==> config.mk <==
export PLATFORM = sky130hd
export DESIGN_NAME = run_monitor_flat
export DESIGN_NICKNAME = d
export VERILOG_FILES = /design/src/rtl/run_monitor_if.sv /design/src/rtl/run_monitor.sv /design/src/flat_wrapper.sv
export SDC_FILE = /design/constraint.sdc
export NUM_CORES = 1
export LEC_CHECK = 0
export ABC_AREA = 0
export CAP_MARGIN = 10
export CORE_MARGIN = 2
export CORE_UTILIZATION = 45
export DETAILED_ROUTE_END_ITERATION = 10
export PLACE_DENSITY = 0.84
export SYNTH_ARGS = -nofsm -noshare
export SYNTH_HDL_FRONTEND = slang
export SYNTH_SLANG_ARGS = --single-unit
==> constraint.sdc <==
create_clock -name clk -period 3 [get_ports clk]
set_input_delay 0.45 -clock clk [delete_from_list [all_inputs] [get_ports clk]]
set_output_delay 0.45 -clock clk [all_outputs]
set_load 0.01 [all_outputs]
==> src/rtl/run_monitor_if.sv <==
// run_monitor_if: retirement stream and halt handshake between the CPU core
// and the run-control monitor.
//   pc / pc_valid : instruction retiring this cycle (core -> monitor)
//   halt_req      : monitor asks the core to halt      (monitor -> core)
//   halt_ack      : core confirms it has halted        (core -> monitor)
//   halted        : monitor reports the core is halted (monitor -> core)
interface run_monitor_if #(
  parameter int XLEN = 32
);
  logic [XLEN-1:0] pc;
  logic            pc_valid;
  logic            halt_req;
  logic            halt_ack;
  logic            halted;

  modport master (output pc, pc_valid, halt_ack, input halt_req, halted);
  modport slave  (input pc, pc_valid, halt_ack, output halt_req, halted);
endinterface

==> src/rtl/run_monitor.sv <==
// run_monitor: run-control monitor beside the CPU core. Counts RUN cycles and
// retirements, matches retiring PCs against NUM_BP breakpoint channels,
// enforces an optional cycle budget, accepts an external stop, and halts the
// core via a req/ack handshake. Supports resume and restart.
// Ports:
//   clk, reset   : clock, asynchronous active-high reset
//   start        : pulse, clear counters/cause and enter RUN (any state)
//   core         : slave side of run_monitor_if (pc, pc_valid, halt_ack in;
//                  halt_req, halted out)
//   bp_addr      : channel i address at [i*XLEN +: XLEN]
//   bp_en        : per-channel enable
//   max_cycles   : cycle budget, 0 disables timeout
//   ext_stop     : external stop level, sampled in RUN
//   resume       : pulse, HALTED -> RUN keeping counters
//   cause        : 00 none, 01 breakpoint, 10 timeout, 11 external
//   hit_vec      : channels matching on the stop cycle
//   cycle_cnt    : saturating RUN cycle count since start
//   retire_cnt   : saturating RUN retirement count since start
module run_monitor #(
  parameter int XLEN   = 32,
  parameter int NUM_BP = 4,
  parameter int CNT_W  = 32
) (
  input  logic                   clk,
  input  logic                   reset,
  input  logic                   start,
  run_monitor_if.slave           core,
  input  logic [NUM_BP*XLEN-1:0] bp_addr,
  input  logic [NUM_BP-1:0]      bp_en,
  input  logic [CNT_W-1:0]       max_cycles,
  input  logic                   ext_stop,
  input  logic                   resume,
  output logic [1:0]             cause,
  output logic [NUM_BP-1:0]      hit_vec,
  output logic [CNT_W-1:0]       cycle_cnt,
  output logic [CNT_W-1:0]       retire_cnt
);
  typedef enum logic [1:0] {IDLE, RUN, STOP_PEND, HALTED} state_t;

  state_t            state, state_d;
  logic [NUM_BP-1:0] bp_hit;
  logic              bp_mask;   // suppress matching on first retirement after resume
  logic              timeout;
  logic              stop;
  logic [1:0]        cause_d;

  for (genvar i = 0; i < NUM_BP; i++) begin : g_bp
    assign bp_hit[i] = core.pc_valid & bp_en[i] & ~bp_mask &
                       (core.pc == bp_addr[i*XLEN +: XLEN]);
  end

  // Fires on the cycle that becomes the max_cycles-th counted cycle.
  assign timeout = (max_cycles != '0) && (cycle_cnt == max_cycles - 1'b1);
  assign stop    = (state == RUN) && ((|bp_hit) || timeout || ext_stop);

  always_comb begin
    state_d = state;
    cause_d = 2'b11;
    if (|bp_hit)      cause_d = 2'b01;
    else if (timeout) cause_d = 2'b10;
    if (start) begin
      state_d = RUN;
    end else begin
      unique case (state)
        IDLE:      state_d = IDLE;
        RUN:       if (stop) state_d = STOP_PEND;
        STOP_PEND: if (core.halt_ack) state_d = HALTED;
        HALTED:    if (resume) state_d = RUN;
        default:   state_d = IDLE;
      endcase
    end
  end

  always_ff @(posedge clk or posedge reset) begin
    if (reset) begin
      state         <= IDLE;
      cycle_cnt     <= '0;
      retire_cnt    <= '0;
      cause         <= 2'b00;
      hit_vec       <= '0;
      bp_mask       <= 1'b0;
      core.halt_req <= 1'b0;
      core.halted   <= 1'b0;
    end else begin
      state         <= state_d;
      core.halt_req <= (state_d == STOP_PEND);
      core.halted   <= (state_d == HALTED);
      if (start) begin
        cycle_cnt  <= '0;
        retire_cnt <= '0;
        cause      <= 2'b00;
        hit_vec    <= '0;
        bp_mask    <= 1'b0;
      end else if (state == RUN) begin
        // The stopping cycle is counted too.
        if (cycle_cnt != '1) cycle_cnt <= cycle_cnt + 1'b1;
        if (core.pc_valid && retire_cnt != '1) retire_cnt <= retire_cnt + 1'b1;
        if (core.pc_valid) bp_mask <= 1'b0;
        if (stop) begin
          cause   <= cause_d;
          hit_vec <= bp_hit;
        end
      end else if (state == HALTED && resume) begin
        cause   <= 2'b00;
        hit_vec <= '0;
        bp_mask <= 1'b1;
      end
    end
  end
endmodule

==> src/flat_wrapper.sv <==
// flat-port wrapper written by rule: the top's interface ports become plain ports
module run_monitor_flat 
#(
  parameter int XLEN   = 32,
  parameter int NUM_BP = 4,
  parameter int CNT_W  = 32
)
  (clk, reset, start, bp_addr, bp_en, max_cycles, ext_stop, resume, cause, hit_vec, cycle_cnt, retire_cnt, core_pc, core_pc_valid, core_halt_ack, core_halt_req, core_halted);
  run_monitor_if #(.XLEN(XLEN)) core_i ();
  input  logic clk;
  input  logic reset;
  input  logic start;
  input  logic [NUM_BP*XLEN-1:0] bp_addr;
  input  logic [NUM_BP-1:0] bp_en;
  input  logic [CNT_W-1:0] max_cycles;
  input  logic ext_stop;
  input  logic resume;
  output logic [1:0] cause;
  output logic [NUM_BP-1:0] hit_vec;
  output logic [CNT_W-1:0] cycle_cnt;
  output logic [CNT_W-1:0] retire_cnt;
  input wire logic [$bits(core_i.pc)-1:0] core_pc;
  input wire logic [$bits(core_i.pc_valid)-1:0] core_pc_valid;
  input wire logic [$bits(core_i.halt_ack)-1:0] core_halt_ack;
  output wire logic [$bits(core_i.halt_req)-1:0] core_halt_req;
  output wire logic [$bits(core_i.halted)-1:0] core_halted;
  assign core_i.pc = core_pc;
  assign core_i.pc_valid = core_pc_valid;
  assign core_i.halt_ack = core_halt_ack;
  assign core_halt_req = core_i.halt_req;
  assign core_halted = core_i.halted;
  run_monitor #(.XLEN(XLEN), .NUM_BP(NUM_BP), .CNT_W(CNT_W)) u_core (.clk(clk), .reset(reset), .start(start), .core(core_i), .bp_addr(bp_addr), .bp_en(bp_en), .max_cycles(max_cycles), .ext_stop(ext_stop), .resume(resume), .cause(cause), .hit_vec(hit_vec), .cycle_cnt(cycle_cnt), .retire_cnt(retire_cnt));
endmodule
# Word-level counts from Yosys, hierarchy flattened
# Cells that the tools add are included.
op_classes:
  mux: 25
  reduce_logical: 17
  eq_ne: 14
  mul: 0
  n_shift: 0
  magnitude_cmp: 0
  add_sub_neg: 3
  bitwise: 13
  n_div: 0
ops:
  columns: ["cell", "count"]
  rows:
  - ["32-bit 2-to-1 mux", 6]
  - ["32-bit == test", 5]
  - ["32-bit by 1-bit adder with 32-bit output, second input constant", 2]
  - ["32-bit inequality test, second input constant", 2]
  - ["32-bit nonzero test", 1]
  - ["32-bit by 1-bit subtractor with 32-bit output, second input constant", 1]
  - ["2-bit 2-to-1 mux", 9]
  - ["4-bit 2-to-1 mux", 4]
  - ["1-bit bitwise AND", 12]
  - ["2-bit == test, second input constant", 4]
  - ["2-bit one-hot mux with 4 select lines", 1]
  - ["2-bit AND reduction", 4]
  - ["2-bit nonzero test", 3]
  - ["1-bit 2-to-1 mux", 5]
  - ["1-bit logical AND", 4]
  - ["4-bit OR reduction", 1]
  - ["3-bit by 2-bit inequality test with 1-bit output, second input constant", 1]
  - ["3-bit inequality test, second input constant", 1]
  - ["3-bit nonzero test", 1]
  - ["2-bit by 1-bit == test with 1-bit output, second input constant", 1]
  - ["2-bit logical NOT", 1]
  - ["1-bit logical OR", 2]
  - ["1-bit inverter", 1]
totals:
  inputBits: 203
  latchBits: 0
  ff_bits: 75
  output_inout_bits: 72
  ramBits: 0
  word_cells: 80
  romBits: 0
  mem_count: 0

# Longest topological paths before layout
logic_depth:
  depth_word: 11
  depth_mapped: 12
  depth_no_buf: 11

# Worst setup path after synthesis
# OpenSTA, ideal clock, no wires.
synth_timing:
  kind: "in2reg"
  startpoint: "input max_cycles[7]"
  endpoint: "register u_core.cause[0]"
  required_time_ns: 2.875
  slack_ns: -0.218
  setup_ns: 0.125
  arrival_time_ns: 3.093
  n_path_buf: 1
  stages: 9
  path_cell_list: "clkbuf_1 -> nor4_2 -> nand4_2 -> or4_4 -> or4_1 -> a2bb2oi_2 -> and4_4 -> o311a_4 -> mux2_4"
synth_between:
  elab_chain_cells: 8
  elab_cells_between_ends: 14
  classes_between: "add/sub (1); eq/ne (2); mux (5); reduce/logical (6)"
synth_lines:
  columns: ["item", "line_no", "source"]
  rows:
  - ["start: declaration", "flat_wrapper.sv:15", "input logic [CNT_W-1:0] max_cycles;"]
  - ["32-bit by 1-bit subtractor with 32-bit output", "run_monitor.sv:53", "assign timeout = (max_cycles != '0) && (cycle_cnt == max_cycles - 1'b1);"]
  - ["32-bit == test", "run_monitor.sv:53", null]
  - ["1-bit logical AND (*)", "run_monitor.sv:53", null]
  - ["1-bit 2-to-1 mux / 1-bit logical OR (equally long branches)", "run_monitor.sv:60, run_monitor.sv:54", null]
  - ["2-bit 2-to-1 mux / 1-bit logical OR (equally long branches)", "run_monitor.sv:59, run_monitor.sv:54", null]
  - ["2-bit 2-to-1 mux / 1-bit logical AND (equally long branches)", "run_monitor.sv:99, run_monitor.sv:54", null]
  - ["2-bit 2-to-1 mux / 3-bit by 2-bit inequality test with 1-bit output (equally long branches)", null, null]
  - ["2-bit 2-to-1 mux / 2-bit AND reduction (equally long branches)", null, null]
  - ["end signal: assignment", "run_monitor.sv:100", "cause <= cause_d;"]
  - ["end: declaration", "run_monitor.sv:33", "output logic [1:0] cause,"]
# Mark *: on every way between the ends. The rest lies on a longest branch, timed or not. The select of a mux whose other input is x is not followed.
# A chain may end at the register's enable or synchronous reset.

# Worst setup path after layout
layout_timing:
  startpoint: "input max_cycles[24]"
  endpoint: "register u_core.cause[0]"
# The elaborated chain is that of the path after synthesis.

==> results_dict.tcl <==
set metrics [dict create \
    status "finished with violations" \
    violations "negative setup slack" \
    hp-class "in -> async" \
    ys_seq_area_share_pct 27.9 \
    cap_viol_max_count 0 \
    hpwlAfterDp_um 22600 \
    drt_first_pass_iters 5 \
    final_antenna_net_count 0 \
    slew_headroom_pct 50.5 \
    regArea_mm2 0.00188 \
    htree_levels 3 \
    grt_max_degree 76 \
    endpoint_kind "register" \
    post-route-min-period_ns 3.06 \
    routed_wirelength_um 28700 \
    grt-ovfl-total 0 \
    grt_pass1_wl_um 43100 \
    syn_area_per_cell_um2 8.27 \
    crit_arrival_ns 3.28 \
    final_common_cell "clkdlybuf4s50_1" \
    clkTransAtPathRegs_ns 0.07 \
    hold_ws_ns 0.504 \
    insertedDiodeCount 0 \
    fmax_mhz 326 \
    die_x_um 126 \
    clkLatencyLatePin_ns 0.34 \
    power.leakage_nw 4.78 \
    grt_pass1_vias 8035 \
    ys_seq_elements 75 \
    synthAdderAreaFrac_pct 0.558 \
    antenna_found_initial 0 \
    drc 0 \
    synth_simple_gate_area_share_pct 32.7 \
    place_congestion 0.991 \
    ctsRootBufferMaster "clkbuf_16" \
    drtIter0Drc 692 \
    postSynthCellCount 813 \
    layout_common_cells "clkdlybuf4s50_1, buf_4, xor2_1" \
    period_share_pct 102 \
    synth_top_family_by_area "simple AND/OR/NAND/NOR gates" \
    io_buffer_count 274 \
    start_util_pct 46.1 \
    fin_nets 1453 \
    tightest_slew_ns 0.743 \
    critical_path_class "in -> reg" \
    layout-drive-gt1-share_pct 20.9 \
    drv_slew 0 \
    setup_violations 2 \
    cts_tree "yes" \
    fin_ws_ns -0.0631 \
    die-area_mm2 0.0159 \
    cts_sinks 75 \
    syn_nets 1019 \
    postPlaceCellArea_mm2 0.0108 \
    postLayoutCellArea_mm2 0.0116 \
    fin_skew_ns 0.00963 \
    async_flop_share_pct 100 \
    synth.distinct_cells 63 \
    syn_area_mm2 0.00673 \
    multi_input_area_mm2 0.00506 \
    clockBufferDepth 2 \
    io_pins 275 \
    hold_violations 0 \
    wl_per_cell_um 20.0 \
    track_usage_pct 34.4 \
    synth_compound_area_share_pct 6.06 \
    synthFlopType "dfrtp_1" \
    synth_xor_area_share_pct 28.9 \
    yosysWarningCount 0 \
    viasPerCell 5.66 \
    start_kind "input port" \
    power_density_mw_per_mm2 289 \
    synth_edf_count 0 \
    rsz0062_at_grt "yes" \
    numCtsBuffers 9 \
    vias 8122 \
    critPathRequiredTime_ns 3.22 \
    rows 44 \
    nFillCells 969 \
    synthToLayoutAreaGrowth_pct 72.8 \
    critPathMaxFanout 4 \
    synth_mux_area_share_pct 1.62 \
    die-height_um 126 \
    core_area_mm2 0.0146 \
    vdd_drop_max_uv 219 \
]
-- stage by stage --
step	power (W)	utilization, %	worst slack [ns]	TNS (ns)	std cells
after CTS	0.00331	77.2	-0.113	-0.452	1427
final	0.00336	79.7	-0.0631	-0.0705	1436
after floorplan	0.00143	-	-0.179	-0.187	813
after global placement	0.00208	74.1	-0.647	-4.99	1406
after detailed placement	0.00209	74.1	-0.798	-5.48	1406
after global routing	0.00349	79.7	-0.115	-0.429	1436
-- final cells by class --
| type | instances | share of cell area (%) |
|---|---|---|
| Clock buffer | 9 | 1.94 |
| Multi-Input combinational cell | 698 | 43.6 |
| Timing Repair Buffer | 445 | 34.9 |
| Tap cell | 184 | 1.98 |
| Inverter | 18 | 0.581 |
| Clock inverter | 7 | 0.926 |
| Sequential cell | 75 | 16.1 |
-- where the power goes --
part | total, W | leakage, nW | internal (W) | switching [W]
Combinational | 0.00109 | 3.59 | 0.000592 | 0.000503
Sequential | 0.00104 | 1.04 | 0.00103 | 0.0000177
Clock | 0.00122 | 0.160 | 0.000746 | 0.000469
Total | 0.00336 | 4.78 | 0.00236 | 0.000990
-- synthesized netlist by cell type (12+ instances only) --
| cell | number | share of area [%] |
|---|---|---|
| xor2_1 | 138 | 18 |
| nor2_1 | 108 | 6.0 |
| xnor2_1 | 81 | 11 |
| dfrtp_1 | 75 | 28 |
| nand2_1 | 56 | 3.1 |
| nand4_1 | 45 | 4.2 |
| nor4_1 | 40 | 3.7 |
| nand3_1 | 35 | 2.6 |
| nor3_1 | 25 | 1.9 |
| clkbuf_1 | 19 | 1.1 |
| inv_1 | 17 | 0.95 |
| and3_1 | 16 | 1.5 |
| a21oi_1 | 15 | 1.1 |
| o21ai_0 | 15 | 1.1 |
| or3_1 | 12 | 1.1 |
-- metal layers --
layer  global-route usage [%]  wire (µm)  share of wire [%]  vias up
li1                         -          -                  -     3762
met1                     42.9      11100                 39     3845
met2                     60.5      14400                 50      438
met3                     4.93       1920                6.7       77
met4                     12.3       1220                4.2        0
met5                        0          0                  0        -
-- flip-flops by register name, indices dropped and copies added (netlist names) --
signal                flops
u_core.bp_mask            1
u_core.cause              2
u_core.core.halt_req      1
u_core.core.halted        1
u_core.cycle_cnt         32
u_core.hit_vec            4
u_core.retire_cnt        32
u_core.state              2
-- worst paths after layout --
path / from / end / slack, ns / cells after the start
hold / removal: reset / u_core.cycle_cnt[5] / 0.50 / 3
max in group asynchronous: reset / u_core.cycle_cnt[20] / 2.16 / 3
min in group clk: u_core.hit_vec[0] / u_core.hit_vec[0] / 0.54 / 2
setup reg to reg: u_core.cycle_cnt[8] / u_core.cause[0] / 0.13 / 8
setup / recovery: max_cycles[24] / u_core.cause[0] / -0.06 / 10
hold reg to reg: u_core.hit_vec[0] / u_core.hit_vec[0] / 0.54 / 2
-- critical path, cell delays in order --
cell       delay, ns
buf_2           0.11
or3_4           0.37
or4_4           0.44
or4_4           0.47
nor3b_4         0.18
o31ai_2         0.30
a2bb2oi_2       0.09
and4_4          0.20
o311a_4         0.37
mux2_4          0.30
-- kinds of logic (layout without fill, tap and decap cells) --
family | after synthesis | after routing
fa+ha+maj | 3 | 3
flops | 75 | 75
buf+inv | 40 | 479
compound gates | 59 | 59
simple gates | 406 | 406
xor+xnor | 220 | 220
mux | 10 | 10
-- repair_timing --
action	4_1_cts	5_1_grt
hold buffers	0	0
buffers inserted	5	9
gates resized for setup	47	74
setup endpoints to repair	9	25
pin swaps	16	28
(Power assumes the default switching activity.)
